<file path="config.mk">
export PLATFORM = sky130hd
export DESIGN_NAME = mem_fill_arbiter
export DESIGN_NICKNAME = d
export VERILOG_FILES = /design/src/rtl/cpu_pkg.sv /design/src/rtl/fill_line_buf.sv /design/src/rtl/mem_fill_arbiter.sv
export SDC_FILE = /design/constraint.sdc
export NUM_CORES = 1
export LEC_CHECK = 0
export ABC_CLOCK_PERIOD_IN_PS = 8800
export CORE_ASPECT_RATIO = 2
export CORE_UTILIZATION = 50
export DETAILED_ROUTE_END_ITERATION = 8
export GPL_ROUTABILITY_DRIVEN = 0
export MAX_ROUTING_LAYER = met4
export PLACE_DENSITY = 0.85
export SLEW_MARGIN = 10
export SYNTH_ARGS = -nofsm -noshare
export SYNTH_HDL_FRONTEND = slang
export SYNTH_SLANG_ARGS = --single-unit
</file>
<file path="constraint.sdc">
create_clock -name clk -period 8.8 [get_ports clk]
set_input_delay 1.32 -clock clk [delete_from_list [all_inputs] [get_ports clk]]
set_output_delay 1.32 -clock clk [all_outputs]
set_load 0.05 [all_outputs]
</file>
<file path="src/rtl/cpu_pkg.sv">
// Shared types and constants for the cache line-fill path.
package cpu_pkg;

  localparam int unsigned LINE_OFF_BITS = 5;
  localparam int unsigned BEATS         = 4;

  typedef enum logic [1:0] {
    StIdle,
    StReq,
    StBeat,
    StAck
  } state_e;

  typedef enum logic {
    OwnIc,
    OwnDc
  } owner_e;

endpackage

</file>
<file path="src/rtl/fill_line_buf.sv">
// Beat buffer for one cache line: BEATS slots of BEAT_W bits, exposed as a flat line.
module fill_line_buf
  import cpu_pkg::*;
#(
  parameter int unsigned BEAT_W = 64
) (
  input  logic                    clk_i,
  input  logic                    rst_ni,
  input  logic                    we_i,
  input  logic [1:0]              idx_i,
  input  logic [BEAT_W-1:0]       wdata_i,
  output logic [BEATS*BEAT_W-1:0] line_o
);

  logic [BEAT_W-1:0] slot_q [BEATS];

  always_ff @(posedge clk_i) begin
    if (!rst_ni) begin
      for (int unsigned i = 0; i < BEATS; i++) begin
        slot_q[i] <= '0;
      end
    end else if (we_i) begin
      slot_q[idx_i] <= wdata_i;
    end
  end

  // Beat k lands at bits [k*BEAT_W +: BEAT_W].
  always_comb begin
    line_o = '0;
    for (int unsigned i = 0; i < BEATS; i++) begin
      line_o[i*BEAT_W +: BEAT_W] = slot_q[i];
    end
  end

endmodule

</file>
<file path="src/rtl/mem_fill_arbiter.sv">
// Round-robin line-fill sequencer for i-cache and d-cache misses over one memory read port.
module mem_fill_arbiter
  import cpu_pkg::*;
#(
  parameter int unsigned ADDR_W = 32,
  parameter int unsigned BEAT_W = 64,
  parameter int unsigned LINE_W = 256
) (
  input  logic              clk,
  input  logic              rst_n,
  input  logic              ic_miss,
  input  logic [ADDR_W-1:0] ic_miss_addr,
  input  logic              dc_miss,
  input  logic [ADDR_W-1:0] dc_miss_addr,
  output logic              ic_miss_ack,
  output logic              dc_miss_ack,
  output logic [LINE_W-1:0] fill_data,
  output logic [ADDR_W-1:0] fill_addr,
  output logic              mem_req,
  output logic [ADDR_W-1:0] mem_addr,
  input  logic              mem_gnt,
  input  logic              mem_rvalid,
  input  logic [BEAT_W-1:0] mem_rdata,
  output logic              busy
);

  state_e            state_q, state_d;
  owner_e            owner_q, owner_d;
  owner_e            last_grant_q, last_grant_d;
  logic [ADDR_W-1:0] addr_q, addr_d;
  logic [1:0]        beat_cnt_q, beat_cnt_d;
  logic [LINE_W-1:0] fill_hold_q;
  logic [ADDR_W-1:0] fill_addr_hold_q;
  logic [LINE_W-1:0] buf_line;
  logic              buf_we;
  logic [ADDR_W-1:0] ic_line_addr, dc_line_addr;

  assign ic_line_addr = {ic_miss_addr[ADDR_W-1:LINE_OFF_BITS], {LINE_OFF_BITS{1'b0}}};
  assign dc_line_addr = {dc_miss_addr[ADDR_W-1:LINE_OFF_BITS], {LINE_OFF_BITS{1'b0}}};

  always_comb begin
    state_d      = state_q;
    owner_d      = owner_q;
    last_grant_d = last_grant_q;
    addr_d       = addr_q;
    beat_cnt_d   = beat_cnt_q;
    buf_we       = 1'b0;

    case (state_q)
      StIdle: begin
        if (ic_miss || dc_miss) begin
          // On a tie the requester not served last wins.
          if (ic_miss && (!dc_miss || (last_grant_q == OwnDc))) begin
            owner_d = OwnIc;
            addr_d  = ic_line_addr;
          end else begin
            owner_d = OwnDc;
            addr_d  = dc_line_addr;
          end
          last_grant_d = owner_d;
          state_d      = StReq;
        end
      end
      StReq: begin
        if (mem_gnt) begin
          beat_cnt_d = '0;
          state_d    = StBeat;
        end
      end
      StBeat: begin
        if (mem_rvalid) begin
          buf_we     = 1'b1;
          beat_cnt_d = beat_cnt_q + 2'd1;
          if (beat_cnt_q == 2'd3) begin
            state_d = StAck;
          end
        end
      end
      StAck: begin
        state_d = StIdle;
      end
      default: begin
        state_d = StIdle;
      end
    endcase
  end

  always_ff @(posedge clk) begin
    if (!rst_n) begin
      state_q          <= StIdle;
      owner_q          <= OwnDc;
      last_grant_q     <= OwnDc;
      addr_q           <= '0;
      beat_cnt_q       <= '0;
      fill_hold_q      <= '0;
      fill_addr_hold_q <= '0;
    end else begin
      state_q      <= state_d;
      owner_q      <= owner_d;
      last_grant_q <= last_grant_d;
      addr_q       <= addr_d;
      beat_cnt_q   <= beat_cnt_d;
      // Keep the delivered line visible after ACK while the buffer refills.
      if (state_q == StAck) begin
        fill_hold_q      <= buf_line;
        fill_addr_hold_q <= addr_q;
      end
    end
  end

  fill_line_buf #(
    .BEAT_W (BEAT_W)
  ) u_line_buf (
    .clk_i   (clk),
    .rst_ni  (rst_n),
    .we_i    (buf_we),
    .idx_i   (beat_cnt_q),
    .wdata_i (mem_rdata),
    .line_o  (buf_line)
  );

  assign mem_req     = (state_q == StReq);
  assign mem_addr    = addr_q;
  assign busy        = (state_q != StIdle);
  assign ic_miss_ack = (state_q == StAck) && (owner_q == OwnIc);
  assign dc_miss_ack = (state_q == StAck) && (owner_q == OwnDc);
  assign fill_data   = (state_q == StAck) ? buf_line : fill_hold_q;
  assign fill_addr   = (state_q == StAck) ? addr_q : fill_addr_hold_q;

endmodule

</file>
==> metrics.txt, run 1 <==
result of the run=finished, violations left; failing checks=design-rule violations; starting density of the core=50.92%; Avg WL per Cell=~21 um; Routed WL=about 55 mm; DRC viols=between 50 and 60; Clock Sinks=~580; final-report max-slew violation count=0; global-route wire length before repair=around 83 mm; Nets=between 2k and 2.5k; Area after DPL=roughly 0.027 mm^2; post-cts sizing count=0; slowest CP cell=clkdlybuf4s50_1; Yosys warning count=0; post-detail-place hpwl=around 35 mm; final hold slack=roughly 570 ps; First-pass DRT Iterations=7; Max-cap violations=0; CP peak stage delay=870 ps; commonest non-fill, non-tap cell in the layout=and2_1; worst clock skew=between 15 and 20 ps; hold crit path type=flop to flop; number of buffers created by CTS=slightly below 50; Ports=between 400 and 500; period utilization=between 50% and 60%; H-tree depth=2; Iter 0 DRT Violations=617; grt ovf=0; initial antenna violation count=3; DR vias/cell=5.233; via count=13.87k; CP required=about 7500 ps; Cell variety after synth=35; Rows=109; final hold vios=0; IO Port Bufs=roughly 440; Die X=152.2 um; Worst setup EP type=output port; endpoints failing setup=0; most area-consuming cells after synthesis=edfxtp_1, dfxtp_1, and2_1, mux2_2, mux2_4; fmax=roughly 200 MHz; Seq/Total Area, Yosys=a little over three fifths; non-filler cells, final=approximately 2.7k; worst path cell trace=ha_4 > buf_12 > mux2_2 > clkdlybuf4s50_1; share of cells above drive strength 1=a little under a fifth; RSZ-0062 raised after global routing=false; post-route cell area=around 0.029 mm^2; CTS Hold Bufs=0; Post-Synthesis Cells=~1.7k; GRT Util Overall=24.32%; total negative slack=0 ps; clk slew on worst S/H paths=70 ps; Arr. time, crit path=about 3600 ps; most frequent cells in the layout=and2_1, clkdlybuf4s50_1, dfxtp_1; crit path kind=flop to output port; Least-Margin Pin Slew=between 1000 and 1500 ps; Tmin final=between 4000 and 5000 ps; largest net degree at the start of global routing=roughly 150; top-area cell type share of the netlist area=34.06%; startpoint types=flop; maximum VDD drop=~0.22 mV; Core Area=approximately 0.044 mm^2; mapped cell area=approximately 0.023 mm^2; biggest area consumer among synthesized cells=edfxtp_1; pwr dens=between 200 and 250 mW/mm^2; CTS tree=done; leakage=11.37 nW; synth-to-layout area growth=28.54%; vias in the first global route=~15k; DIE HEIGHT=302.5 um; Seq cells post-synth=approximately 580; die area=~0.046 mm^2; Routed Antenna Nets=0; Clk Latency, worst-skew pair=550 ps; post-CTS setup buffer count=0; CTS max path bufs=3; critical path fanouts, max=around 150; cell count after placement=roughly 2.6k; worst rel slew slack=21.17%; CTS root buffer=clkbuf_16; Synth Area per Inst=13.66 um^2
## cells by family after synthesis
family	after synthesis	share of synthesized area, %
adders and majority gates	6	0.3326
other	1	0.01661
and+or+nand+nor	577	16.04
muxes	310	16.86
DFF	576	62.44
AOI/OAI and AO/OA	68	1.658
buffers and inverters	114	2.650
## state kept, by name, indices dropped and copies added, names as in the netlist
| name | flops |
|---|---|
| beat_cnt_q | 2 |
| fill_addr_hold_q | 32 |
| fill_hold_q | 256 |
| last_grant_q | 1 |
| mem_addr | 27 |
| state_q | 2 |
| u_line_buf.slot_q | 256 |
## worst paths after layout
path / end / start / depth (start not counted) / slack, ps
max reg2reg: u_line_buf.slot_q[1][3] / state_q[0] / 5 / 5660
min: state_q[1] / state_q[1] / 2 / 570
min reg2reg: state_q[1] / state_q[1] / 2 / 570
max: fill_data[87] / state_q[1] / 4 / 3840
## metal layers
metal	GRT usage (%)	up-vias	wire (um)	share of wire (%)
li1	-	6377	-	-
met2	44.14	453	29260	53
met4	13.65	0	3132	5.7
met5	-	-	0	0
met3	4.128	146	2946	5.3
met1	24.75	6892	20010	36
## critical path, delay by kind of cell (launching register included)
family,cells,cell delay (ps)
buffers and inverters,2,1470
adders and majority gates,1,500
DFF,1,440
muxes,1,330
## cell usage after synthesis, drive strengths merged
cell     number
mux2        283
conb          1
buf          48
a21oi        28
a31oi         1
o21ai        35
nor2          6
dfxtp       320
ha            6
and2        546
nor2b         8
nand3         2
mux2i        27
nor3          1
and2b         2
o221ai        1
edfxtp      256
nand2         4
a21boi        1
nand2b        3
o41ai         1
nor3b         3
inv           5
clkbuf       61
and3          2
a2111oi       1
## power by group
group          total, mW  internal (mW)  switching [mW]
Sequential          3.08           2.99          0.0855
Combinational       1.71          0.610            1.10
Clock               2.28           1.33           0.948
## per-stage QoR
step	util, %	total power [mW]	worst slack [ps]
floorplan	-	4.275	2317
global placement	61.65	4.814	4474
detailed placement	61.65	4.845	4415
CTS	65.43	7.119	3808
finish	65.46	7.072	3842
global route	65.45	7.291	3728
## area by class of cell
cell class              instances  area, um^2
repair buffers                456        4543
clock buffers                  71        1390
inverters                       5       18.77
multi-input cells             966        7974
clock inverters                17       289.0
fillers                      3139       15310
flip-flops and latches        576       14090
diodes                          4       10.01
well taps                     555       694.4
No activity file was read; power rests on OpenSTA's default activity.
==> run 2, diff against run 1 <==
Settings changed: ABC_CLOCK_PERIOD_IN_PS 8800 to 4100, CORE_UTILIZATION 50 to 46, PLACE_DENSITY 0.85 to 0.83.
Clock period 8.8 ns to 4.1 ns, I/O delays scaled along.
==> run 2 against run 1 <==
The flow now finishes without violations; final area is 1.2% higher; wire length grew 5.1%; final cell count grew 3.7%; critical path type unchanged; largest power group unchanged.
==> metrics.txt, run 2 (synthesis gave the netlist of run 1 again) <==
Tmin final=approximately 3800 ps; Rows=around 110; Worst setup EP type=output port; Avg WL per Cell=about 21 um; sequential share of power=between 40% and 50%; crit path kind=flop to output port; endpoints failing setup=0; Die X=158.6 um; maximum VDD drop=about 0.43 mV; Ports=458; hold path cells=2; die area=~0.050 mm^2; critical path fanouts, max=27; Reg2Reg Launch Point=state_q[0]; total negative slack=0 ps; initial antenna violation count=5; most frequent cells in the layout=and2_1, clkdlybuf4s50_1, dfxtp_1; final hold vios=0; CTS root buffer=clkbuf_16; post-cts sizing count=0; Critical Path Source=state_q[0]; grt ovf=0; WP buf/inv=3; sw power=4.717 mW; number of buffers created by CTS=50; Pint=about 11 mW; DIE HEIGHT=315.3 um; CP required=between 3000 and 4000 ps; Routed WL=between 50 and 60 mm; Core Area=0.04835 mm^2; synth-to-layout area growth=30.05%; startpoint types=flop; starting density of the core=46.68%; biggest regs=fill_hold_q: 256 flops, u_line_buf.slot_q: 256 flops, fill_addr_hold_q: 32 flops; slowest CP cell=clkdlybuf4s50_1; post-CTS setup buffer count=0; Clk Latency, worst-skew pair=around 600 ps; GRT Util Overall=between 20% and 30%; hold worst-path end=state_q[1]; Routed Antenna Nets=0; clk slew on worst S/H paths=~70 ps; worst path cell trace=ha_4 > buf_12 > buf_12 > mux2_2 > clkdlybuf4s50_1; via count=13.91k; Iter 0 DRT Violations=699; result of the run=finished, final reports clean; global-route wire length before repair=between 80 and 90 mm; First-pass DRT Iterations=5; Arr. time, crit path=3160 ps; post-detail-place hpwl=approximately 38 mm; CTS tree=done; hold crit path type=flop to flop; worst reg2reg setup slack=~1500 ps; worst clock skew=around 17 ps; Clock Sinks=576; commonest non-fill, non-tap cell in the layout=and2_1; CTS Hold Bufs=0; final hold slack=around 560 ps; CP dominant cell by count=buf_12; hold path start=state_q[1]; Least-Margin Pin Slew=1154 ps; share of cells above drive strength 1=a little under a fifth; post-route cell area=0.02935 mm^2; Max-cap violations=0; Comb power frac=roughly a quarter; sw frac=30.91%; fmax=around 260 MHz; leakage=11.47 nW; final-report max-slew violation count=0; DRC viols=0; DR vias/cell=5.060; vias in the first global route=around 15k; Area after DPL=~0.028 mm^2; Worst R2R Path Depth=6; RR Endpoint=u_line_buf.slot_q[2][60]; worst rel slew slack=a little under a quarter; H-tree depth=2; period utilization=92.09%; Crit path max-delay family=buffers and inverters; Nets=2205; CTS max path bufs=3; largest net degree at the start of global routing=about 260; CP peak stage delay=760 ps; RSZ-0062 raised after global routing=false; pwr dens=between 500 and 600 mW/mm^2; Clock power frac=around a third; IO Port Bufs=~440
==> run 2: layer usage <==
metal	wire length (um)	global-route usage [%]
met3	2978	4.371
met1	20860	24.03
met2	30730	42.29
met5	0	-
met4	3607	14.51
==> run 2: final cells by class <==
class / count / area, um^2
tap: 638 / 798.3
sequential: 576 / 14090
timing repair buffer: 466 / 4771
clock inverter: 19 / 237.7
antenna: 6 / 15.01
inverter: 5 / 18.77
fill: 3681 / 19000
multi-input combinational: 966 / 7969
clock buffer: 73 / 1449
==> run 2: stage by stage <==
stage | cells | setup slack (ps) | util, % | power, mW
after global routing | 2748 | 204.3 | 60.70 | 15.73
after CTS | 2743 | 264.5 | 60.67 | 15.37
final | 2749 | 324.4 | 60.70 | 15.26
after detailed placement | 2651 | 923.8 | 57.18 | 10.49
after global placement | 2651 | 982.3 | 57.18 | 10.42
after floorplan | 1656 | -66.92 | - | 9.171
==> run 2: power by group through the flow <==
stage,clock [mW],sequential (mW),combinational (mW)
floorplan,0,7.04,2.13
global placement,0,6.70,3.71
detailed placement,0,6.74,3.75
CTS,4.98,6.61,3.77
global route,5.18,6.66,3.89
finish,4.90,6.61,3.75
==> run 2: worst max-delay path by stage <==
stage / cells past startpoint / slack, ps / to
floorplan: 5 / -70 / u_line_buf.slot_q[1][0]
global placement: 5 / 980 / fill_data[148]
detailed placement: 5 / 920 / fill_data[28]
CTS: 5 / 260 / fill_data[28]
global route: 5 / 200 / fill_data[28]
finish: 5 / 320 / fill_data[28]
==> run 2: worst min-delay path: stages, from the launching register on <==
cell     delay, ps
dfxtp_1        360
nand2_1         80
o21ai_0         70
==> run 3, diff against run 2 <==
==> constraint.sdc (replaced) <==
create_clock -name clk -period 4.1 [get_ports clk]
set_input_delay 0.82 -clock clk [delete_from_list [all_inputs] [get_ports clk]]
set_output_delay 0.82 -clock clk [all_outputs]
set_load 0.05 [all_outputs]
==> run 3 against run 2 <==
Via count up 0.30%; final area about the same; setup slack worse by 130 ps; critical endpoint is now fill_data[26].
==> metrics.txt, run 3 (synthesis gave the netlist of run 1 again) <==
post-detail-place hpwl=37.88 mm; via count=approximately 14k; Clock Sinks=576; CTS max path bufs=3; post-cts sizing count=0; H-tree depth=2; metal2 WL=~30 mm; DRC viols=0; share of cells above drive strength 1=~19%; DR vias/cell=around 5.1; pre-CTS setup slack=between 800 and 900 ps; CP required=roughly 3300 ps; post-route cell area=0.02933 mm^2; filler cell count=about 3.6k; Core Area=0.04835 mm^2; starting density of the core=around 47%; CTS Hold Bufs=0; CTS tree=done; Worst setup EP type=output port; final setup margin=191.3 ps; global-route wire length before repair=between 80 and 90 mm; RSZ-0062 raised after global routing=false; final hold vios=0; top routing layer in use=met4; Routed WL=roughly 58 mm; Ports=~460; maximum VDD drop=slightly below 0.4 mV; GRT Util Overall=about a quarter; vias in the first global route=14.76k; Avg WL per Cell=between 20 and 25 um; initial antenna violation count=8; Rows=~110; pwr dens=525.0 mW/mm^2; clk slew on worst S/H paths=~70 ps; largest net degree at the start of global routing=between 100 and 150; total negative slack=0 ps; most frequent cells in the layout=and2_1, clkdlybuf4s50_1, dfxtp_1; footprint of the multi-input gates=around 0.0080 mm^2; DIE HEIGHT=approximately 320 um; endpoints failing setup=0; Tmin final=about 3900 ps; Die X=between 150 and 200 um; period utilization=a little over nine tenths; hold path start=state_q[1]; fmax=about 260 MHz; wl on met1=around 21 mm; result of the run=finished, final reports clean; post-CTS setup buffer count=0; grt ovf=0; Least-Margin Pin Slew=about 1100 ps; Routed Antenna Nets=0; IO Port Bufs=around 440; Reg2Reg Launch Point=state_q[0]; crit path kind=flop to output port; synth-to-layout area growth=29.97%; biggest regs=fill_hold_q: 256 flops, u_line_buf.slot_q: 256 flops, fill_addr_hold_q: 32 flops; Nets=between 2k and 2.5k; Clk Latency, worst-skew pair=just under 600 ps; Reg area=approximately 0.014 mm^2; Max-cap violations=0; CTS root buffer=clkbuf_16; number of buffers created by CTS=50; hold crit path type=flop to flop; Arr. time, crit path=slightly above 3000 ps; commonest non-fill, non-tap cell in the layout=and2_1; First-pass DRT Iterations=5; fin util=between 60% and 70%; Area after DPL=roughly 0.028 mm^2; leakage=around 12 nW; worst clock skew=between 10 and 15 ps; worst rel slew slack=between 20% and 30%; Critical Path Source=state_q[0]; die area=~0.05 mm^2; startpoint types=flop; final-report max-slew violation count=0; DR WL met3=between 3 and 4 mm; Iter 0 DRT Violations=~660; critical path fanouts, max=71
## run 3: stage by stage
step	power (mW)	instances	hold WS (ps)
CTS	15.53	2744	561.2
global route	15.88	2750	583.2
detailed placement	10.47	2651	550.1
finish	15.40	2750	560.8
global placement	10.39	2651	522.2
floorplan	9.171	1656	469.0
## run 3: final timing paths
kind,endpoint,slack (ps),cells after the start
setup / recovery,fill_data[26],190,4
hold / removal,state_q[1],560,2
setup reg to reg,u_line_buf.slot_q[2][39],1600,6
hold reg to reg,state_q[1],560,2
## run 3: layout make-up
type	instances	area share, %
flip-flops and latches	576	48.04
multi-input cells	966	27.17
repair buffers	466	15.95
clock buffers	69	4.858
well taps	638	2.721
clock inverters	24	1.147
inverters	5	0.06398
diodes	6	0.05118
## run 3: worst max-delay path, cell delays in order (launching register included)
cell and delay, ps:
dfxtp_1 440, ha_4 420, buf_12 420, mux2_2 400, clkdlybuf4s50_1 760
## run 3: power by group
part,switching [mW],total [mW],internal [mW]
registers,0.188,6.62,6.43
clock network,2.11,5.06,2.95
logic,2.40,3.73,1.33
## run 3: per-layer routing
layer,up-vias,track usage (%)
met3,181,4.632
met5,-,-
li1,6415,-
met4,0,15.80
met2,457,41.12
met1,6899,23.52
==> variant 1 (flow settings as in run 1) <==
Change the parameter `ADDR_W` from 32 to 28.
--- a/src/rtl/mem_fill_arbiter.sv
+++ b/src/rtl/mem_fill_arbiter.sv
@@ -4,3 +4,3 @@
 #(
-  parameter int unsigned ADDR_W = 32,
+  parameter int unsigned ADDR_W = 28,
   parameter int unsigned BEAT_W = 64,
Ports: changed (resized dc_miss_addr, fill_addr, ic_miss_addr and mem_addr); port bits go from 458 to 442. No check against the original RTL was run, so the function may have changed too.
==> variant 1 against run 1 <==
- register-to-register slack worse by 0.46 ns
- maximum frequency down 1.2%
- setup slack lost 0.061 ns
- critical endpoint is now fill_data[163]
- utilization shrank 0.93 points
- global-route usage down 0.11 points
- power about the same
- count of clock-buffer cells in the layout fell by 14
- routed wire length hardly changed
- sequential cell count down 8
- area after synthesis increased by 1.7%
- cell area grew 0.40%
- first-iteration DRC count shrank 12%
==> variant 1: results <==
export IMPL_cp_endpoint="fill_data[163]"
export IMPL_seqPwrFrac=0.429
export IMPL_pre_cts_ws_ns=4.06
export IMPL_synth_edf_count=256
export IMPL_status="completed"
export IMPL_final_cells=2613
export IMPL_ir_drop_uv=244
export IMPL_pwr_share_clk=0.331
export IMPL_dpl_hpwl_um=35000
export IMPL_syn_avg_cell_area_sq_um=14.2
export IMPL_critPathSlowestCell="clkdlybuf4s50_1"
export IMPL_grt_antenna_before_repair=4
export IMPL_r2r_cells=7
export IMPL_grt_pass1_vias=14500
export IMPL_p_leak_nw=11.4
export IMPL_r2r_start="state_q[0]"
export IMPL_rr_endpoint="u_line_buf.slot_q[2][28]"
export IMPL_synth_common_cells="and2_1, dfxtp_1, edfxtp_1"
export IMPL_grt_usage=0.242
export IMPL_tightest_slew_ns=1.14
export IMPL_synth_distinct_cells=38
export IMPL_path_class="flip-flop to output pin"
export IMPL_grt_pass1_wl_um=84000
export IMPL_finClkSkew_ns=0.0114
export IMPL_hold_class="flip-flop to flip-flop"
export IMPL_port_buffers=426
export IMPL_slowest_delay_ns=0.89
export IMPL_dp_cells=2518
export IMPL_internal_power_w=0.00493
export IMPL_wire_per_inst_um=21.2
export IMPL_yosysSeqAreaShare=0.607
export IMPL_period_share=0.570
export IMPL_clockBufferDepth=3
export IMPL_grt_max_degree=134
export IMPL_drive_above_1_share=0.191
export IMPL_crit_fanout=133
export IMPL_drt_pass1_iter_count=4
export IMPL_arrival_ns=3.70
export IMPL_clock_latency_ns=0.56
export IMPL_viasPerCell=5.13
export IMPL_drt_first_iter_violations=546
export IMPL_clock_power_w=0.00234
export IMPL_finalNetCount=2141
export IMPL_synthTopCellsByArea="edfxtp_1, dfxtp_1, mux2_4"
export IMPL_post_cts_resize_count=0
export IMPL_reg_largest_list="fill_hold_q: 256 flops, u_line_buf.slot_q: 256 flops, fill_addr_hold_q: 28 flops"
export IMPL_rrSetupSlack_ns=5.20
export IMPL_async_flop_share=0
==> variant 1: through the flow <==
stage / cell area (sq um) / hold slack [ns]
5_1_grt: 29100 / 0.576
3_5_place_dp: 27400 / 0.519
2_1_floorplan: 23000 / 0.461
4_1_cts: 29100 / 0.529
6_report: 29100 / 0.527
3_3_place_gp: 27400 / 0.517
==> variant 1: cells by family after synthesis <==
group                      synth area share
AOI/OAI and AO/OA                    0.0145
adders and majority gates           0.00327
buffers and inverters                0.0334
DFF                                   0.607
muxes                                 0.185
other                              0.000163
and+or+nand+nor                       0.157
==> variant 1: critical path, delay by kind of cell (launching register included) <==
family	cells	cell delay (ns)
multiplexers	1	0.31
adder cells (fa/ha/maj)	1	0.53
flip-flops	1	0.44
buffers and inverters	2	1.63
==> variant 1: metal layers <==
layer | wire (um) | share of wire | up-vias | track usage
met5 | 0 | 0 | - | -
met2 | 29400 | 0.53 | 447 | 0.433
met4 | 3300 | 0.060 | 0 | 0.143
li1 | - | - | 6245 | -
met1 | 20000 | 0.36 | 6570 | 0.247
met3 | 2620 | 0.047 | 132 | 0.0394
==> variant 1: worst min path at each step <==
stage | startpoint | end
final | state_q[1] | state_q[1]
after global routing | state_q[1] | state_q[1]
after CTS | state_q[1] | state_q[1]
after floorplan | state_q[1] | state_q[1]
after global placement | state_q[1] | state_q[1]
after detailed placement | state_q[1] | state_q[1]
==> variant 1: final cells by class <==
| cell class | count | area, sq um |
|---|---|---|
| Tap cell | 560 | 701 |
| Fill cell | 3197 | 16000 |
| Multi-Input combinational cell | 946 | 8330 |
| Sequential cell | 568 | 13900 |
| Inverter | 5 | 18.8 |
| Timing Repair Buffer | 439 | 4390 |
| Antenna cell | 4 | 10.0 |
| Clock inverter | 34 | 462 |
| Clock buffer | 57 | 1290 |
==> variant 2 (settings of run 1) <==
Made on the original files. Re-encode `state_e` (4 states) as one-hot, 4 bits wide.
--- a/src/rtl/cpu_pkg.sv
+++ b/src/rtl/cpu_pkg.sv
@@ -6,7 +6,7 @@
 
-  typedef enum logic [1:0] {
-    StIdle,
-    StReq,
-    StBeat,
-    StAck
+  typedef enum logic [3:0] {
+    StIdle = 4'b0001,
+    StReq  = 4'b0010,
+    StBeat = 4'b0100,
+    StAck  = 4'b1000
   } state_e;
Behaviour: same outputs for any inputs over 4 cycles, from zero or initial values and one cycle with rst_n low; so few cycles prove little.
==> variant 2 against run 1 <==
- the flow still finishes with violations (DRC)
- register-to-register slack worse by 0.07 ns
- routed wire length is 3.8% higher
- hold slack worse by 0.086 ns
- critical path depth rose by 1
- via count up 3.0%
- die area is 0.28% lower
- setup slack got worse by 0.62 ns
- area after synthesis down 0.28%
- cell area shrank 0.48%
- non-clock buffer count up 5
- sequential cell count rose by 2
- highest routed layer unchanged
Power is not compared: it rests on default switching activity, and its combinational part moved more than twofold at a synthesized area within 25%.
==> variant 2: results <==
export IMPL_slew_viol_final=0
export IMPL_drt_pass1_iter_count=7
export IMPL_antenna_cells=6
export IMPL_hold_ws_ns=0.482
export IMPL_syn_avg_cell_area_sq_um=13.5
export IMPL_n_all_inverters=1
export IMPL_dp_cells=2556
export IMPL_design_seq_count=578
export IMPL_grt_use_met1=0.242
export IMPL_status="finished, violations left"
export IMPL_dpl_hpwl_um=35800
export IMPL_drt_first_iter_violations=730
export IMPL_die_x_um=152
export IMPL_clock_latency_ns=0.58
export IMPL_grt_antenna_before_repair=5
export IMPL_multi_input_gates=961
export IMPL_tightest_slew_ns=1.22
export IMPL_drc=48
export IMPL_synthTopCellsByArea="edfxtp_1, dfxtp_1, mux2_2"
export IMPL_yosysSeqAreaShare=0.628
export IMPL_r2r_start="state_q[3]"
export IMPL_dr_max_layer_used="met4"
export IMPL_crit_fanout=84
export IMPL_drt_wl_total_um=57400
export IMPL_postCtsSetupBuffers=0
export IMPL_grt_max_degree=141
export IMPL_final_cells=2654
export IMPL_clock_cell_area_share=0.0558
export IMPL_synth_distinct_cells=34
export IMPL_start_kind="flip-flop"
export IMPL_pre_cts_ws_ns=3.82
export IMPL_met3_wirelength_um=3410
export IMPL_finalNetCount=2187
export IMPL_min_from="fill_addr_hold_q[4]"
export IMPL_buf_share=0.159
export IMPL_hold_class="flip-flop to flip-flop"
export IMPL_arrival_ns=4.25
export IMPL_place_area_sq_mm=0.0272
export IMPL_clock_buffers=75
export IMPL_fill_cells=3219
export IMPL_drive_above_1_share=0.188
export IMPL_route_met2_wl_um=30600
export IMPL_n_all_buffers=461
export IMPL_fin_crit_ns=5.57
export IMPL_rrSetupSlack_ns=5.59
export IMPL_multi_input_area_sq_mm=0.00784
export IMPL_violations="DRC"
export IMPL_grt_pass1_vias=15400
export IMPL_fin_area_sq_mm=0.0289
export IMPL_met2_usage=0.469
export IMPL_grt_usage=0.255
export IMPL_finClkSkew_ns=0.0215
export IMPL_synth_common_cells="and2_1, dfxtp_1, mux2_2"
export IMPL_vias=14300
export IMPL_sh_seq_area=0.489
export IMPL_grt_pass1_wl_um=87100
## variant 2: cell count changes after synthesis, moves of 28 or more
cell and delta:
mux2_2 +85, a21oi_1 -28, and3_1 +67, mux2_4 -85, o21ai_0 -32, and2_1 -64
## variant 2: cell families after synthesis
logic type,Yosys count,share of synthesized area
compound gates,88,0.0368
fa+ha+maj,1,0.000556
buf+inv,131,0.0280
flops,578,0.628
mux,285,0.144
other cells,1,0.000167
simple gates,582,0.163
## variant 2: final timing paths
path                         endpoint  cells past startpoint
hold / removal    fill_addr_hold_q[4]                      1
setup reg to reg     fill_hold_q[165]                      5
hold reg to reg   fill_addr_hold_q[4]                      1
setup / recovery       fill_data[163]                      5
## variant 2: critical path, stage by stage, from the launching register on
cell and delay (ns):
dfxtp_1 0.48, nor4b_4 0.36, buf_4 0.87, buf_4 0.64, mux2_2 0.42, clkdlybuf4s50_1 0.78
